===== config.mk =====
export PLATFORM = sky130hd
export DESIGN_NAME = regfile_port_arbiter
export DESIGN_NICKNAME = d
export VERILOG_FILES = /design/src/rtl/regfile_port_arbiter.sv
export SDC_FILE = /design/constraint.sdc
export NUM_CORES = 1
export LEC_CHECK = 0
export BUFFER_PORTS_ARGS = -buffer_cell sky130_fd_sc_hd__clkbuf_2
export CORE_MARGIN = 3
export CORE_UTILIZATION = 36
export CTS_BUF_LIST = sky130_fd_sc_hd__clkbuf_8
export DETAILED_ROUTE_END_ITERATION = 10
export GPL_TIMING_DRIVEN = 0
export HOLD_SLACK_MARGIN = 0.06
export MAX_ROUTING_LAYER = met4
export PLACE_DENSITY = 0.95
export SLEW_MARGIN = 20
export SYNTH_ARGS = -nofsm -noshare
export SYNTH_HDL_FRONTEND = slang
export SYNTH_SLANG_ARGS = --single-unit

===== constraint.sdc =====
create_clock -name clk -period 5.9 [get_ports clk]
set_clock_uncertainty 0.05 [all_clocks]
set_input_delay 1.18 -clock clk [delete_from_list [all_inputs] [get_ports clk]]
set_output_delay 1.18 -clock clk [all_outputs]
set_load 0.1 [all_outputs]

===== src/rtl/regfile_port_arbiter.sv =====
// Arbitrates two writeback requesters and one operand-read requester onto a
// single-ported register file, with RAW hazard blocking and read anti-starvation.
module regfile_port_arbiter #(
  parameter int unsigned STARVE_LIMIT = 4
) (
  input  logic        clk,
  input  logic        rst,
  input  logic        wr0_valid,
  output logic        wr0_ready,
  input  logic [4:0]  wr0_addr,
  input  logic [31:0] wr0_data,
  input  logic        wr1_valid,
  output logic        wr1_ready,
  input  logic [4:0]  wr1_addr,
  input  logic [31:0] wr1_data,
  input  logic        rd_valid,
  output logic        rd_ready,
  input  logic [4:0]  rd_addr1,
  input  logic [4:0]  rd_addr2,
  output logic        rsp_valid,
  output logic        rf_write_read_ena,
  output logic [4:0]  rf_write_reg_addr,
  output logic [31:0] rf_data_in,
  output logic [4:0]  rf_read_reg1_addr,
  output logic [4:0]  rf_read_reg2_addr
);

  localparam int unsigned CNT_W  = 4;
  localparam int unsigned ADDR_W = 5;
  localparam int unsigned DATA_W = 32;

  logic             rr_ptr;
  logic [CNT_W-1:0] starve_cnt;
  logic             wr0_hit;
  logic             wr1_hit;
  logic             hazard;
  logic             starved;
  logic             any_wr;
  logic             gnt_rd;
  logic             gnt_wr0;
  logic             gnt_wr1;

  // Grant selection; x0 destinations never create a RAW dependency.
  always_comb begin
    wr0_hit = wr0_valid && (wr0_addr != '0) && ((wr0_addr == rd_addr1) || (wr0_addr == rd_addr2));
    wr1_hit = wr1_valid && (wr1_addr != '0) && ((wr1_addr == rd_addr1) || (wr1_addr == rd_addr2));
    hazard  = rd_valid && (wr0_hit || wr1_hit);
    starved = (starve_cnt == CNT_W'(STARVE_LIMIT));
    any_wr  = wr0_valid || wr1_valid;
    gnt_rd  = 1'b0;
    gnt_wr0 = 1'b0;
    gnt_wr1 = 1'b0;
    if (!rst) begin
      if (rd_valid && !hazard && (starved || !any_wr)) begin
        gnt_rd = 1'b1;
      end else if (wr0_valid && wr1_valid) begin
        gnt_wr0 = !rr_ptr;
        gnt_wr1 = rr_ptr;
      end else begin
        gnt_wr0 = wr0_valid;
        gnt_wr1 = wr1_valid;
      end
    end
  end

  assign wr0_ready = gnt_wr0;
  assign wr1_ready = gnt_wr1;
  assign rd_ready  = gnt_rd;

  // Idle drives a write of zero to x0 so the file's read data is held.
  always_comb begin
    rf_write_read_ena = 1'b1;
    rf_write_reg_addr = '0;
    rf_data_in        = '0;
    rf_read_reg1_addr = '0;
    rf_read_reg2_addr = '0;
    if (gnt_rd) begin
      rf_write_read_ena = 1'b0;
      rf_read_reg1_addr = rd_addr1;
      rf_read_reg2_addr = rd_addr2;
    end else if (gnt_wr0) begin
      rf_write_reg_addr = ADDR_W'(wr0_addr);
      rf_data_in        = DATA_W'(wr0_data);
    end else if (gnt_wr1) begin
      rf_write_reg_addr = ADDR_W'(wr1_addr);
      rf_data_in        = DATA_W'(wr1_data);
    end
  end

  always_ff @(posedge clk or posedge rst) begin
    if (rst) begin
      rr_ptr     <= 1'b0;
      starve_cnt <= '0;
      rsp_valid  <= 1'b0;
    end else begin
      rsp_valid <= gnt_rd;
      if (gnt_wr0) begin
        rr_ptr <= 1'b1;
      end else if (gnt_wr1) begin
        rr_ptr <= 1'b0;
      end
      if (gnt_rd || !rd_valid) begin
        starve_cnt <= '0;
      end else if (starve_cnt < CNT_W'(STARVE_LIMIT)) begin
        starve_cnt <= starve_cnt + CNT_W'(1);
      end
    end
  end

endmodule


### Word-level counts from Yosys, hierarchy flattened

Cells that the tools add are included.

| cells by class | value |
|---|---|
| equality and inequality tests | 5 |
| $lt $le $gt $ge | 1 |
| add/subtract/negate cells | 1 |
| mux-type cells | 21 |
| reductions and logical operators | 22 |

Operators with widths:

| cell | count |
|---|---|
| 32-bit 2-to-1 mux | 3 |
| 5-bit 2-to-1 mux | 5 |
| 5-bit equality test | 4 |
| 1-bit 2-to-1 mux | 11 |
| 5-bit nonzero test | 2 |
| 1-bit logical AND | 8 |
| 4-bit 2-to-1 mux | 2 |
| 1-bit logical OR | 6 |
| 4-bit by 1-bit adder with 4-bit output, second input constant | 1 |
| 4-bit by 3-bit equality test with 1-bit output, second input constant | 1 |
| 1-bit zero test | 4 |
| 4-bit by 3-bit less-than comparator with 1-bit output, second input constant | 1 |
| 2-bit nonzero test | 2 |

| storage, ports and cells | value |
|---|---|
| bits of input ports | 89 |
| register bits after elaboration | 6 |
| output and inout port bits | 52 |

### Depth between registers and ports, before layout

Gate-level depths: netlist (run 1).

| logic depth | value |
|---|---|
| word-level depth | 13 |
| gate-level depth with buffers | 9 |

### Worst setup path after synthesis (run 1)

Ideal clock, no wire load.

| path | value |
|---|---|
| path kind | input to output |
| from | in rd_addr1[0] |
| to | out rf_data_in[20] |
| stages | 8 |
| path buffers | 2 |
| arrival time | 3575 ps |
| data required time | 4670 ps |
| path slack | 1095 ps |
| cells stage by stage | xor2_1 > nor3_1 > nand3_1 > a21oi_1 > nor3_2 > buf_4 > buf_4 > nor2_1 |

| between the ends | value |
|---|---|
| cells in the longest elaborated chain, start to end | 13 |
| elaborated cells between the ends (all ways) | 20 |
| classes of those cells | 2 x eq/ne; 9 x mux; 9 x reduce/logical |

RTL lines:

| what | line | RTL |
|---|---|---|
| start: declaration | 18 | `input logic [4:0] rd_addr1,` |
| 5-bit equality test, on equally long branches | 45, 46 |  |
| 1-bit logical OR, on equally long branches | 45, 46 |  |
| 1-bit logical AND, on equally long branches | 45, 46 |  |
| 1-bit logical OR * | 47 | `hazard = rd_valid && (wr0_hit \|\| wr1_hit);` |
| 1-bit logical AND * | 47 |  |
| 1-bit zero test * | 54 | `if (rd_valid && !hazard && (starved \|\| !any_wr)) begin` |
| 1-bit logical AND * (2 in series) | 54 |  |
| 1-bit 2-to-1 mux | 54 |  |
| 1-bit 2-to-1 mux | 53 | `if (!rst) begin` |
| 32-bit 2-to-1 mux | 84 | `end else if (gnt_wr1) begin` |
| 32-bit 2-to-1 mux | 81 | `end else if (gnt_wr0) begin` |
| 32-bit 2-to-1 mux * | 77 | `if (gnt_rd) begin` |
| end: declaration | 23 | `output logic [31:0] rf_data_in,` |

Every way passes the cells marked *; elsewhere a longest branch is shown, timed or not.

### Worst setup path in the final report (run 1)

| path | value |
|---|---|
| from | in rst |
| to | out rf_data_in[10] |

| between the ends | value |
|---|---|
| cells in the longest elaborated chain, start to end | 4 |
| elaborated cells between the ends (all ways) | 6 |
| classes of those cells | 6 x mux |

RTL lines:

| what | line | RTL |
|---|---|---|
| start: declaration | 7 | `input logic rst,` |
| 1-bit 2-to-1 mux | 53 |  |
| 32-bit 2-to-1 mux | 84 |  |
| 32-bit 2-to-1 mux | 81 |  |
| 32-bit 2-to-1 mux * | 77 |  |

Marks and branches as above.

==> impl_metrics.yaml, run 1 <==
clock_tree:
  cts_setup_buffers: 0
  cts.sinks: 6
  tritoncts: "yes"
  hold_buffers: 0
  cts_inserted_buffers: 3
  htreeDepth: 1
  clk_pin_slew_ns: 0.04
  cts_root_buffer: "clkbuf_8"
  clock_latency_ns: 0.22
  clockBufferDepth: 2
  cts_resized: 0
sta:
  drv_slew: 0
  finalSetupTns_ns: 0
  whs_ns: 0.506
  fin_crit_sh_pct: 75.9
  slew_headroom_pct: 63.0
  tightest_slew_ns: 0.558
  setup_viol: 0
  min_period_ns: 4.48
  hold_viol_final: 0
  rsz0062_at_grt: "no"
  fmax_mhz: 223
place:
  io_buffers: 140
  routabilityCongestion: 0.967
  placed_cell_area_sq_mm: 0.00190
  dp_hpwl_um: 4000
route:
  dr.pass1.iters: 4
  wl_um: 4710
  wl_per_cell_um: 13.4
  vias: 1793
  ant_nets: 0
  first_iter_violations: 72
  remaining_drc_errors: 0
  viasPerCell: 5.09
critical_path:
  reg2reg_setup_slack_ns: 3.98
  crit_buf_inv: 5
  cp_cell_sequence: "clkbuf_2 -> inv_1 -> o211a_1 -> clkbuf_1 -> clkbuf_1 -> a22oi_1 -> nor2_1 -> clkbuf_2"
  critPathTopFamily: "buffers and inverters"
  slowest_delay_ns: 0.47
  crit_slowest_cell: "clkbuf_2"
  reg2regPathDepth: 5
  critPathCaptureType: "primary output"
  r2r_end: "rr_ptr$_DFFE_PP0P_"
  crit_fanout: 10
  worstSetupPathType: "in2out"
  cp.required_ns: 4.67
  cp-start-kind: "input port"
  cp.arrival_ns: 3.25
  r2r_start: "rr_ptr$_DFFE_PP0P_"
synthesis:
  syn_inst: 167
  syn_area_sq_mm: 0.00114
  synth_mux_area_share_pct: 0.876
  seq_area_frac_synth_pct: 13.1
  avgSynthCellArea_sq_um: 6.84
  synth_nets: 258
  synth_top_family_by_area: "compound AO/OA/AOI/OAI gates"
  synth_xor_xnor_area_share_pct: 16.1
  yosysWarnings: 0
  synthDistinctLibCells: 29
  ys_ff_latch: 6
  synth_compound_area_share_pct: 30.2
  yosys.area_share.simple_pct: 29.4
  synthAdderAreaFrac_pct: 2.19
final_layout:
  drive_gt1_share_pct: 48.7
  num_antenna_cells: 0
  design_area_sq_mm: 0.00194
  area_delta_synth_final_pct: 69.6
  final_nets: 403
min_path:
  holdCritPathClass: "reg2reg"
  min_to: "rr_ptr$_DFFE_PP0P_"
  hold_depth: 2
  worstHoldStart: "rr_ptr$_DFFE_PP0P_"
power_and_ir_drop:
  p_leak_nw: 1.11
  swShare_pct: 63.5
  switching_power_mw: 0.281
  powerDensity_mw_per_mm2: 228
  p_comb_share_pct: 74.9
  seq_power_share_pct: 11.4
  finalPower_mw: 0.443
  vdd_drop_max_uv: 134
  internal_power_mw: 0.161
  pwr-share-clk_pct: 13.8
floorplan:
  dieArea_sq_mm: 0.00389
  die_w_um: 62.3
  start_util_pct: 39.7
  core_sq_mm: 0.00288
  num_rows: 19
  fp.dieH_um: 62.3
  ios: 141
run_status:
  outcome: "finished, final reports clean"
global_routing:
  grt_antenna_before_repair: 0
  grt_max_degree: 12
  grt_pass1_vias: 1729
  grt_overflow: 0
  grt_usage_pct: 24.4
  grt_pass1_wl_um: 7770
run:
  maxCapViolations: 0
-- worst max-delay path by stage --
| stage | startpoint | end | slack (ns) | cells after the start |
|---|---|---|---|---|
| 2_1_floorplan | rd_addr1[0] | rf_data_in[20] | 1.09 | 8 |
| 3_3_place_gp | wr0_addr[1] | rf_read_reg1_addr[1] | 1.45 | 8 |
| 3_5_place_dp | wr0_addr[1] | rf_read_reg1_addr[2] | 1.41 | 8 |
| 4_1_cts | wr0_addr[1] | rf_read_reg1_addr[2] | 1.41 | 8 |
| 5_1_grt | rst | rf_data_in[10] | 1.17 | 8 |
| 6_report | rst | rf_data_in[10] | 1.42 | 8 |
-- metal layers --
| layer | GRT usage (%) | share of wire [%] |
|---|---|---|
| met2 | 46.6 | 54 |
| met3 | 3.24 | 8.7 |
| met4 | 8.26 | 0.70 |
| met5 | - | 0 |
| met1 | 25.5 | 37 |
-- logic make-up (layout without fill, tap and decap cells) --
kind of cell	after synthesis	after routing
fa+ha+maj	2	2
buf+inv	20	163
mux	1	1
flops	6	6
compound gates	47	47
simple gates	70	70
xor+xnor	21	21
-- worst reg2reg max path, delay by kind of cell, from the launching register on --
| family | cells | cell delay (ns) |
|---|---|---|
| compound gates | 2 | 0.48 |
| buf+inv | 3 | 0.91 |
| flops | 1 | 0.39 |
-- layout make-up --
class | count | area, sq um
Buffer | 13 | 66.3
Clock buffer | 3 | 41.3
Fill cell | 278 | 940
Inverter | 7 | 26.3
Multi-Input combinational cell | 141 | 900
Sequential cell | 6 | 150
Tap cell | 42 | 52.6
Timing Repair Buffer | 140 | 701
-- flip-flops by register name (all words and copies together) (netlist names) --
| name | count |
|---|---|
| rr_ptr | 1 |
| starve_cnt | 4 |
| rsp_valid | 1 |
-- synth_stat cells, drive strengths merged --
cell	n	area [sq um]
nor3	5	30.0
nor2b	1	6.26
a22oi	37	278
buf	5	36.3
o31a	1	8.76
o21ai	3	15.0
a21oi	2	13.8
inv	7	26.3
nand2	4	15.0
mux2i	1	10.0
or4	2	15.0
xor2	12	105
and2	10	62.6
o22ai	2	12.5
dfrtp	6	150
xnor2	9	78.8
o211a	1	10.0
nand3	4	20.0
ha	2	25.0
nor2	42	158
nor3b	1	7.51
clkbuf	8	30.0
nor4	1	21.3
a211oi	1	7.51
-- cells in the final DEF, fill, tap and decap left out --
master      n
clkbuf_8    3
o21ai_1     1
clkbuf_2  140
a21oi_2     1
inv_1       7
nand3_1     4
a22oi_1    37
nor2b_1     1
a211oi_1    1
nor3_1      4
buf_4       2
xor2_1     12
nor4_4      1
o211a_1     1
xnor2_1     9
dfrtp_1     6
o21ai_0     2
or4_1       2
and2_1     10
buf_2       2
nor3_2      1
clkbuf_1    8
nor3b_1     1
o31a_1      1
a21oi_1     1
o22ai_1     2
nand2_1     4
nor2_1     42
buf_6       1
mux2i_1     1
ha_1        2
-- through the flow --
| stage | utilization (%) | instances | worst slack (ns) |
|---|---|---|---|
| after detailed placement | 65.9 | 349 | 1.41 |
| after global routing | 67.3 | 352 | 1.17 |
| final | 67.3 | 352 | 1.42 |
| after CTS | 67.3 | 352 | 1.41 |
| after global placement | 65.9 | 349 | 1.45 |
| after floorplan | - | 167 | 1.09 |
-- power groups by stage --
stage | logic [mW] | clock network [mW] | registers (mW)
6_report | 0.331 | 0.0609 | 0.0504
5_1_grt | 0.350 | 0.0649 | 0.0513
4_1_cts | 0.332 | 0.0623 | 0.0502
3_5_place_dp | 0.331 | 0 | 0.0507
3_3_place_gp | 0.326 | 0 | 0.0501
2_1_floorplan | 0.255 | 0 | 0.0515
No activity file was read; power rests on OpenSTA's default activity.
==> inputs of run 2 (changes only) <==
--- a/config.mk
+++ b/config.mk
@@ -7,13 +7,13 @@
 export LEC_CHECK = 0
 export BUFFER_PORTS_ARGS = -buffer_cell sky130_fd_sc_hd__clkbuf_2
 export CORE_MARGIN = 3
-export CORE_UTILIZATION = 36
+export CORE_UTILIZATION = 30
 export CTS_BUF_LIST = sky130_fd_sc_hd__clkbuf_8
 export DETAILED_ROUTE_END_ITERATION = 10
 export GPL_TIMING_DRIVEN = 0
 export HOLD_SLACK_MARGIN = 0.06
 export MAX_ROUTING_LAYER = met4
-export PLACE_DENSITY = 0.95
+export PLACE_DENSITY = 0.85
 export SLEW_MARGIN = 20
 export SYNTH_ARGS = -nofsm -noshare
 export SYNTH_HDL_FRONTEND = slang
==> constraint.sdc (replaced) <==
create_clock -name clk -period 3.7 [get_ports clk]
set_clock_uncertainty 0.05 [all_clocks]
set_input_delay 0.74 -clock clk [delete_from_list [all_inputs] [get_ports clk]]
set_output_delay 0.74 -clock clk [all_outputs]
set_load 0.1 [all_outputs]
==> run 2 against run 1 <==
Net effect:
- global-route usage down 4.5 points
- design area up 4.0%
- power up 61%
- critical endpoint is now rf_data_in[24]
- worst setup slack worse by 1.2 ns
- combinational power up 62%
- utilization down 9.7 points
- non-clock buffer count unchanged
- largest power group unchanged
==> impl_metrics.yaml, run 2 (synthesis results as in run 1) <==
power_and_ir_drop:
  vdd_drop_max_uv: 179
  p_leak_nw: 1.12
  powerDensity_mw_per_mm2: 354
critical_path:
  cp.arrival_ns: 2.72
  worstSetupPathType: "in2out"
  cp-start-kind: "input port"
  crit_fanout: 10
  cp_cell_sequence: "clkbuf_2 -> xor2_1 -> nor3_1 -> nand3_1 -> a21oi_1 -> nor3_2 -> buf_4 -> buf_4 -> nor2_1 -> clkbuf_2"
  critPathCaptureType: "primary output"
  slowest_delay_ns: 0.46
  cp.required_ns: 2.91
  crit_buf_inv: 4
  critPathTopFamily: "buffers and inverters"
  crit_slowest_cell: "clkbuf_2"
final_layout:
  design_area_sq_mm: 0.00201
  drive_gt1_share_pct: 55.8
  num-fill-cells: 352
  num_antenna_cells: 0
  final_common_cell: "clkbuf_2"
  final_cells: 356
  final_nets: 403
  area_delta_synth_final_pct: 76.3
  largest_register_ffs: 4
  layout_common_cells: "clkbuf_2 (130), a22oi_1 (37), nor2_1 (22), nor2_2 (20), xor2_1 (12)"
  multi_input_area_sq_um: 950
  largest_register: "starve_cnt"
  regArea_sq_um: 150
  reg_top3: "starve_cnt x4, rr_ptr x1, rsp_valid x1"
sta:
  min_period_ns: 3.51
  fin_crit_sh_pct: 94.8
  drv_slew: 0
  slew_headroom_pct: 63.4
  finalSetupTns_ns: 0
  fmax_mhz: 285
  hold_viol_final: 0
  setup_viol: 0
  tightest_slew_ns: 0.551
  whs_ns: 0.441
  fin_ws_ns: 0.192
route:
  first_iter_violations: 68
  dr.pass1.iters: 5
  vias: 1741
  viasPerCell: 4.89
  remaining_drc_errors: 0
  wl_per_cell_um: 13.1
  ant_nets: 0
  wl_um: 4660
floorplan:
  dieArea_sq_mm: 0.00458
  start_util_pct: 32.7
  die_w_um: 67.7
  fp.dieH_um: 67.7
  core_sq_mm: 0.00349
  num_rows: 21
  ios: 141
clock_tree:
  cts_resized: 0
  cts_root_buffer: "clkbuf_8"
  clk_pin_slew_ns: 0.04
  cts.sinks: 6
  cts_setup_buffers: 0
  clockBufferDepth: 2
  clock_latency_ns: 0.22
  cts_inserted_buffers: 3
  htreeDepth: 1
  tritoncts: "yes"
  hold_buffers: 0
place:
  routabilityCongestion: 0.963
  place_ws_ns: 0.0711
  io_buffers: 140
  placed_cell_area_sq_mm: 0.00195
  dp_hpwl_um: 3920
  dp_cells: 353
global_routing:
  grt_max_degree: 12
  grt_pass1_vias: 1624
  grt_antenna_before_repair: 0
  grt_overflow: 0
  grt_pass1_wl_um: 7020
  grt_usage_pct: 19.9
run:
  maxCapViolations: 0
min_path:
  holdCritPathClass: "in2async"
run_status:
  outcome: "finished, final reports clean"
-- run 2: metal layers --
| layer | track usage (%) | vias to the layer above | part of all wire [%] |
|---|---|---|---|
| met4 | 3.80 | 0 | 0.79 |
| met3 | 3.83 | 4 | 9.8 |
| met5 | - | - | 0 |
| met2 | 32.3 | 96 | 49 |
| li1 | - | 881 | - |
| met1 | 25.5 | 760 | 40 |
-- run 2: area by class of cell --
class / instances / share of cell area (%)
Timing Repair Buffer: 140 / 35.8
Multi-Input combinational cell: 141 / 47.1
Buffer: 13 / 3.42
Clock buffer: 3 / 2.05
Tap cell: 46 / 2.86
Inverter: 7 / 1.30
Sequential cell: 6 / 7.45
-- run 2: report_power, final --
group          leakage, nW  switching (mW)  internal [mW]  total, mW
Sequential          0.0788         0.00561         0.0740     0.0796
Combinational         1.02           0.417          0.119      0.536
Clock               0.0216          0.0284         0.0699     0.0984
-- run 2: worst paths after layout --
| kind | startpoint | endpoint | slack, ns | cells past startpoint |
|---|---|---|---|---|
| setup / recovery | rd_addr2[2] | rf_data_in[24] | 0.19 | 10 |
| hold / removal | rst | starve_cnt[3]$_DFFE_PP0P_ | 0.44 | 2 |
| setup reg to reg | rr_ptr$_DFFE_PP0P_ | rr_ptr$_DFFE_PP0P_ | 1.85 | 5 |
| hold reg to reg | starve_cnt[3]$_DFFE_PP0P_ | starve_cnt[3]$_DFFE_PP0P_ | 0.49 | 2 |
| max in group asynchronous | rst | starve_cnt[0]$_DFFE_PP0P_ | 2.95 | 2 |
| min in group clk | starve_cnt[3]$_DFFE_PP0P_ | starve_cnt[3]$_DFFE_PP0P_ | 0.49 | 2 |
-- run 2: per-stage QoR --
| stage | util [%] | total power, mW |
|---|---|---|
| 2_1_floorplan | - | 0.498 |
| 3_3_place_gp | 55.8 | 0.610 |
| 3_5_place_dp | 55.8 | 0.615 |
| 4_1_cts | 57.0 | 0.717 |
| 5_1_grt | 57.6 | 0.753 |
| 6_report | 57.6 | 0.714 |
==> inputs of run 3 (changes only) <==
--- a/config.mk
+++ b/config.mk
@@ -14,6 +14,7 @@
 export HOLD_SLACK_MARGIN = 0.06
 export MAX_ROUTING_LAYER = met4
 export PLACE_DENSITY = 0.85
+export REMOVE_ABC_BUFFERS = 1
 export SLEW_MARGIN = 20
 export SYNTH_ARGS = -nofsm -noshare
 export SYNTH_HDL_FRONTEND = slang
==> run 3 against run 2 <==
Net effect:
- global-route usage shrank 1.0 points
- clock power decreased by 2.9%
- utilization is 1.4 points lower
- wire length down 0.21%
- count of clock-buffer cells in the layout did not move
- worst setup slack got worse by 0.021 ns
- cell count fell by 1.7%
- first-iteration DRC count is 110% higher
- design area shrank 2.4%
- critical path depth down 2
- combinational power is 1% lower
- critical path type unchanged
- critical endpoint is now rf_read_reg2_addr[3]
- highest routed layer is now met3
==> impl_metrics.yaml, run 3 (synthesis results as in run 1) <==
floorplan:
  die_w_um: 67.7
  core_sq_mm: 0.00349
  fp.dieH_um: 67.7
  num_rows: 21
  dieArea_sq_mm: 0.00458
  start_util_pct: 32.7
  ios: 141
final_layout:
  drive_gt1_share_pct: 51.3
  multi_input_area_sq_um: 922
  area_delta_synth_final_pct: 72.1
  final_nets: 397
  final_common_cell: "clkbuf_2"
  num_antenna_cells: 0
  largest_register: "starve_cnt"
  largest_register_ffs: 4
  regArea_sq_um: 150
  reg_top3: "starve_cnt x4, rr_ptr x1, rsp_valid x1"
  design_area_sq_mm: 0.00197
  num-fill-cells: 369
  final_cells: 350
  layout_common_cells: "clkbuf_2 (135), nor2_1 (42), a22oi_1 (37), xor2_1 (12), and2_1 (10)"
critical_path:
  reg2reg_setup_slack_ns: 1.91
  cp.arrival_ns: 2.74
  worstSetupPathType: "in2out"
  cp-start-kind: "input port"
  crit_slowest_cell: "or4_1"
  slowest_delay_ns: 0.52
  cp.required_ns: 2.91
  critPathTopFamily: "simple AND/OR/NAND/NOR gates"
  r2r_end: "starve_cnt[1]$_DFFE_PP0P_"
  critPathCaptureType: "primary output"
  r2r_start: "starve_cnt[0]$_DFFE_PP0P_"
  crit_top_cell: "clkbuf_2"
  crit_buf_inv: 3
  crit_fanout: 13
  reg2regPathDepth: 9
  cp_cell_sequence: "clkbuf_2 -> or4_1 -> o21ai_1 -> a21oi_2 -> nor4_4 -> buf_4 -> and2_1 -> clkbuf_2"
power_and_ir_drop:
  vdd_drop_max_uv: 236
  finalPower_mw: 0.707
  powerDensity_mw_per_mm2: 359
  p_leak_nw: 1.12
global_routing:
  grt_usage_pct: 18.8
  grt_pass1_vias: 1577
  grt_antenna_before_repair: 0
  grt_pass1_wl_um: 6670
  grt_overflow: 0
  grt_max_degree: 39
run_status:
  outcome: "finished, final reports clean"
place:
  dp_hpwl_um: 3800
  dp_cells: 343
  placed_cell_area_sq_mm: 0.00189
  io_buffers: 140
  routabilityCongestion: 0.912
clock_tree:
  cts_root_buffer: "clkbuf_8"
  tritoncts: "yes"
  hold_buffers: 0
  cts.sinks: 6
  cts_inserted_buffers: 3
  clock_latency_ns: 0.22
  htreeDepth: 1
  clockBufferDepth: 2
  clk_pin_slew_ns: 0.04
route:
  viasPerCell: 4.91
  vias: 1720
  dr.pass1.iters: 5
  wl_per_cell_um: 13.3
  wl_um: 4650
  remaining_drc_errors: 0
  ant_nets: 0
  first_iter_violations: 143
sta:
  slew_headroom_pct: 47.3
  hold_viol_final: 0
  drv_slew: 0
  setup_viol: 0
  tightest_slew_ns: 0.789
  min_period_ns: 3.53
  whs_ns: 0.450
  fin_crit_sh_pct: 95.4
  fmax_mhz: 283
  rsz0062_at_grt: "no"
run:
  maxCapViolations: 0
min_path:
  holdCritPathClass: "in2async"
## run 3: cell count changes in the layout (fill, tap and decap cells not counted), sizes merged
cell    before  now
buf          9   12
clkbuf     147  138
## run 3: area by class of cell
type | count | share of cell area (%)
repair buffers | 147 | 39.1
clock buffers | 3 | 2.10
well taps | 46 | 2.93
multi-input cells | 141 | 46.9
inverters | 7 | 1.34
flip-flops and latches | 6 | 7.64
## run 3: how the worst max path moves through the flow
| stage | start | endpoint | cells after the start |
|---|---|---|---|
| after detailed placement | wr0_addr[1] | rf_read_reg2_addr[3] | 7 |
| after global routing | wr1_addr[0] | rf_data_in[20] | 9 |
| final | wr0_addr[1] | rf_read_reg2_addr[3] | 8 |
| after floorplan | wr0_valid | rf_data_in[0] | 4 |
| after CTS | rst | rf_write_reg_addr[1] | 6 |
| after global placement | rst | rf_write_reg_addr[1] | 5 |
## run 3: per-layer routing
layer  global-route usage (%)  vias to the layer above  part of all wire [%]  wire length, um
li1                         -                      865                     -                -
met1                     23.3                      793                    41             1920
met2                     33.7                       62                    53             2480
met3                    0.998                        0                   5.5              255
met4                     3.54                        0                     0                0
met5                        -                        -                     0                0
## run 3: worst reg2reg max path: stages (launching register included)
cell and delay [ns]:
dfrtp_1 0.37, inv_1 0.09, ha_1 0.15, nand2_1 0.05, o22ai_1 0.10, nand2_1 0.17
nor4_4 0.29, buf_4 0.22, buf_4 0.14, nor3b_1 0.05
## run 3: report_power, final
part,switching (mW),internal (mW)
clock,0.0258,0.0697
combinational,0.414,0.116
sequential,0.00722,0.0740
## run 3: repair_timing
action	in CTS	in global routing
gates cloned	0	0
endpoints found under the setup margin	26	13
resized for setup	0	6
pin swaps	2	0
buffers inserted	4	0
## run 3: through the flow
step                      util [%]  TNS [ns]  worst slack [ns]
after floorplan                  -    -70.43             -1.63
after global placement        52.5    -80.67             -2.22
after detailed placement      54.1    -0.306           -0.0371
after CTS                     56.1         0            0.0174
after global routing          56.2         0            0.0225
final                         56.2         0             0.170
